--- src/rtl/dbus_pkg.sv ---
// Shared data-bus constants and the DMA state encoding.
package dbus_pkg;

   localparam int DW = 16;
   localparam int AW = 16;

   typedef enum logic [1:0] {
      IDLE = 2'd0,
      RD   = 2'd1,
      WR   = 2'd2,
      DONE = 2'd3
   } state_t;

endpackage

--- src/rtl/dbus_dma.sv ---
// Block-copy DMA: alternates one read and one write per word over a single data bus.
// The write cycle forwards the read data combinationally from the previous read.
module dbus_dma
   import dbus_pkg::*;
#(
   parameter int LEN_W = 8
) (
   input  logic             clk,
   input  logic             rst,
   input  logic             start,
   input  logic [AW-1:0]    src,
   input  logic [AW-1:0]    dst,
   input  logic [LEN_W-1:0] len,
   output logic             busy,
   output logic             done,
   output logic [AW-1:0]    m_addr,
   output logic [DW-1:0]    m_din,
   output logic             m_we,
   input  logic [DW-1:0]    m_dout,
   output state_t           dbg_state
);

   state_t           state, state_n;
   logic [AW-1:0]    src_q, dst_q;
   logic [LEN_W-1:0] len_q, idx_q, idx_inc;

   assign idx_inc   = idx_q + LEN_W'(1);
   assign dbg_state = state;

   always_ff @(posedge clk) begin
      if (rst) begin
         state <= IDLE;
         src_q <= '0;
         dst_q <= '0;
         len_q <= '0;
         idx_q <= '0;
      end else begin
         state <= state_n;
         // Parameters are only captured in IDLE, so a start during a copy is inert.
         if (state == IDLE && start && len != '0) begin
            src_q <= src;
            dst_q <= dst;
            len_q <= len;
            idx_q <= '0;
         end else if (state == WR) begin
            idx_q <= idx_inc;
         end
      end
   end

   always_comb begin
      state_n = state;
      m_addr  = '0;
      m_din   = '0;
      m_we    = 1'b0;
      busy    = 1'b1;
      done    = 1'b0;
      case (state)
         IDLE: begin
            busy = 1'b0;
            if (start) state_n = (len != '0) ? RD : DONE;
         end
         RD: begin
            m_addr  = src_q + AW'(idx_q);
            state_n = WR;
         end
         WR: begin
            m_addr  = dst_q + AW'(idx_q);
            m_we    = 1'b1;
            m_din   = m_dout;
            state_n = (idx_inc < len_q) ? RD : DONE;
         end
         DONE: begin
            done    = 1'b1;
            state_n = IDLE;
         end
      endcase
   end

endmodule

--- config.mk ---
export PLATFORM = sky130hd
export DESIGN_NAME = dbus_dma
export DESIGN_NICKNAME = d
export VERILOG_FILES = /design/src/rtl/dbus_pkg.sv /design/src/rtl/dbus_dma.sv
export SDC_FILE = /design/constraint.sdc
export NUM_CORES = 1
export LEC_CHECK = 0
export CAP_MARGIN = 30
export CORE_AREA = 2 2 84 86
export DETAILED_ROUTE_END_ITERATION = 10
export DIE_AREA = 0 0 86 88
export PLACE_DENSITY = 0.91
export SKIP_CTS_REPAIR_TIMING = 1
export SLEW_MARGIN = 30
export SYNTH_ARGS = -nofsm -noshare
export SYNTH_HDL_FRONTEND = slang
export SYNTH_SLANG_ARGS = --single-unit
--- constraint.sdc ---
create_clock -name clk -period 4.1 [get_ports clk]
set_input_delay 0.82 -clock clk [delete_from_list [all_inputs] [get_ports clk]]
set_output_delay 0.82 -clock clk [all_outputs]
set_load 0.05 [all_outputs]
==> impl_metrics.json <==
{
  "slew_violations": 0,
  "drt-total-wl_um": 8460,
  "worstSetupEndpointType": "output port",
  "pin_count": 96,
  "seq_area_frac_synth_pct": 33.1,
  "max_freq_mhz": 251,
  "postSynthAreaPerCell_sq_um": 7.82,
  "netSwitchingPower_w": 0.000782,
  "synth_xor_area_share_pct": 6.94,
  "synth_top_family_by_area": "simple AND/OR/NAND/NOR gates",
  "rr_worst_depth": 9,
  "clock_sinks": 50,
  "drc": 0,
  "wl_per_cell_um": 15.1,
  "clockBufferDepth": 2,
  "grt_pass1_wl_um": 13200,
  "wl_met3_um": 450,
  "finish.utilization_pct": 65.3,
  "r2r_setup_slack_ns": 1.82,
  "gr-total-overflow": 0,
  "comb_power_share_pct": 49.5,
  "wl_met2_um": 4280,
  "drive_above_1_share_pct": 13.2,
  "num_vias": 2998,
  "seqPwrFrac_pct": 33.2,
  "antenna_found_initial": 0,
  "synth_top_area_share_pct": 33.1,
  "die_w_um": 86,
  "synth_fp_nets": 468,
  "drt_pass1_iterations": 4,
  "hold_start": "len_q[5]",
  "crit_path_frequent_cell": "o211ai_1",
  "path_buf_inv": 4,
  "crit_type": "reg -> out",
  "post-dp-hpwl_um": 6400,
  "syn_inst": 387,
  "synthAdderAreaFrac_pct": 9.34,
  "io_buffers": 95,
  "die_h_um": 88,
  "critPathArrivalTime_ns": 3.16,
  "grt_pass1_vias": 2848,
  "power_density_nw_per_um2": 415,
  "cts_tree": "done",
  "ir_worst_vdd_v": 0.000217,
  "row_count": 30,
  "yosysTopAreaCell": "dfxtp_1",
  "cts-root-buf": "clkbuf_8",
  "htree_levels": 2,
  "timing.slew.headroom_pct": 42.8,
  "fin_tns_setup_ns": 0,
  "setup_viol": 0,
  "final_cells": 559,
  "r2r-start": "idx_q[0]",
  "synth-main-ff-cell": "dfxtp_1",
  "insertion_delay_ns": 0.31,
  "tightest_slew_ns": 0.858,
  "drtAntennaViolNets": 0,
  "switching_share_pct": 43.4,
  "async_flop_share_pct": 0,
  "wirelength_met1_um": 3520,
  "syn2layout_area_growth_pct": 43.2,
  "drv_cap": 0,
  "worstPathCellList": "inv_1, ha_4, buf_6, mux2_2, ha_1, o211ai_1, o211ai_1, buf_4, nand4_1, xnor2_2, nor2_2, buf_12",
  "synth-edff-count": 0,
  "leakagePower_nw": 1.68,
  "muxShareOfSynthArea_pct": 6.03,
  "grt_max_degree": 39,
  "hold_depth": 2,
  "hold_viol_final": 0,
  "coreArea_sq_um": 6640,
  "layout_min_cycle_time_ns": 3.98,
  "grt_use_total_pct": 21.8,
  "multiInputGateArea_sq_um": 1960,
  "clock_skew_ns": 0.00911,
  "max_stage_delay_ns": 0.37,
  "crit_slowest_cell": "mux2_2",
  "worst_path_dominant_cell_family": "buffers and inverters",
  "yosysUniqueCellTypes": 38,
  "worstReg2RegEnd": "dbg_state[1]",
  "holdWs_ns": 0.461,
  "netlist_area_sq_um": 3030,
  "crit_path_start_kind": "register",
  "intPower_w": 0.00102,
  "post-route-period-util_pct": 97.1,
  "final_cell_mix": "nand2_1 (89), clkdlybuf4s50_1 (80), dfxtp_1 (48)",
  "fin_nets": 559,
  "ys_warn_count": 0,
  "drt-initial-drc-count": 150,
  "ys_seq_elements": 50,
  "nFillCells": 516,
  "clkPwrFrac_pct": 17.3,
  "synthSimpleGateAreaFrac_pct": 24.8,
  "fp.dieArea_sq_um": 7570,
  "synth-compound-area-share_pct": 14.2,
  "dp_cells": 546,
  "status": "complete, no violations",
  "cts_buffers": 5,
  "worstPathRequired_ns": 3.28,
  "maxUsedRoutingLayer": "met4",
  "worstHoldPathType": "reg -> reg",
  "globalplace.congestion": 0.905,
  "regArea_sq_um": 1000,
  "layout_commonest_cell": "nand2_1",
  "holdPathEnd": "len_q[5]",
  "viasPerCell": 5.36,
  "initial_core_util_pct": 45.6,
  "worstPathMaxFanout": 19,
  "ys_top_cells_by_area": "dfxtp_1 (33%), nand2_1 (11%), ha_1 (8.7%), a21oi_1 (7.6%), xor2_1 (4.3%)",
  "num_antenna_cells": 0,
  "clk_pin_slew_worst_paths_ns": 0.10,
  "power.total_w": 0.00180
}
[layout make-up]
class	instances	share of cell area [%]
clock buffers	5	1.59
clock inverters	3	0.606
inverters	14	1.21
multi-input cells	303	45.3
flip-flops and latches	50	23.1
well taps	80	2.31
repair buffers	104	25.9
[layer usage]
| metal | up-vias | global-route usage [%] |
|---|---|---|
| met5 | - | 0 |
| met2 | 97 | 37.4 |
| met1 | 1384 | 27.1 |
| li1 | 1497 | - |
| met4 | 0 | 7.94 |
| met3 | 20 | 4.24 |
[worst max-delay path by stage]
stage,startpoint,to,cells after the start
floorplan,dbg_state[0],m_addr[6],13
global placement,dbg_state[0],m_addr[12],11
detailed placement,dbg_state[0],m_addr[13],11
CTS,dbg_state[0],m_addr[13],11
global route,dbg_state[0],m_addr[7],11
finish,dbg_state[0],m_addr[13],12
[cell usage after synthesis (6+ instances only)]
cell and n:
nand3_1 7, xor2_1 15, nand4_1 7, clkbuf_1 7, and2_1 17, nand2_1 89, mux2i_1 7, o21ai_0 6
mux2_2 10, dfxtp_1 50, xnor2_1 9, ha_1 21, buf_2 7, nor2_1 27, a21oi_1 46, inv_1 14
a211oi_1 6
[tightest hold or removal path, cell delays in order (launching register included)]
cell     delay [ns]
dfxtp_1        0.32
nand2_1        0.05
a21oi_1        0.05
[kinds of logic after synthesis]
family          after synthesis
compound gates               74
xor+xnor                     24
fa+ha+maj                    22
buf+inv                      34
flops                        50
mux                          17
simple gates                166
[stage by stage]
step                area, sq um  setup slack, ns
CTS                        4260          -0.0911
floorplan                  3100           0.0541
global route               4340           -0.158
finish                     4340            0.121
detailed placement         4170            0.325
global placement           4170            0.455
[registers in the layout, summed over array words and instances, names as in the netlist]
signal / flops
dbg_state: 2
dst_q: 16
idx_q: 8
len_q: 8
src_q: 16
[power by group through the flow]
stage | clock network, W | logic, W | registers, W
3_3_place_gp | 0 | 0.000847 | 0.000602
5_1_grt | 0.000332 | 0.000956 | 0.000606
6_report | 0.000311 | 0.000891 | 0.000598
4_1_cts | 0.000315 | 0.000873 | 0.000597
2_1_floorplan | 0 | 0.000592 | 0.000613
3_5_place_dp | 0 | 0.000868 | 0.000608
(Power assumes the default switching activity.)
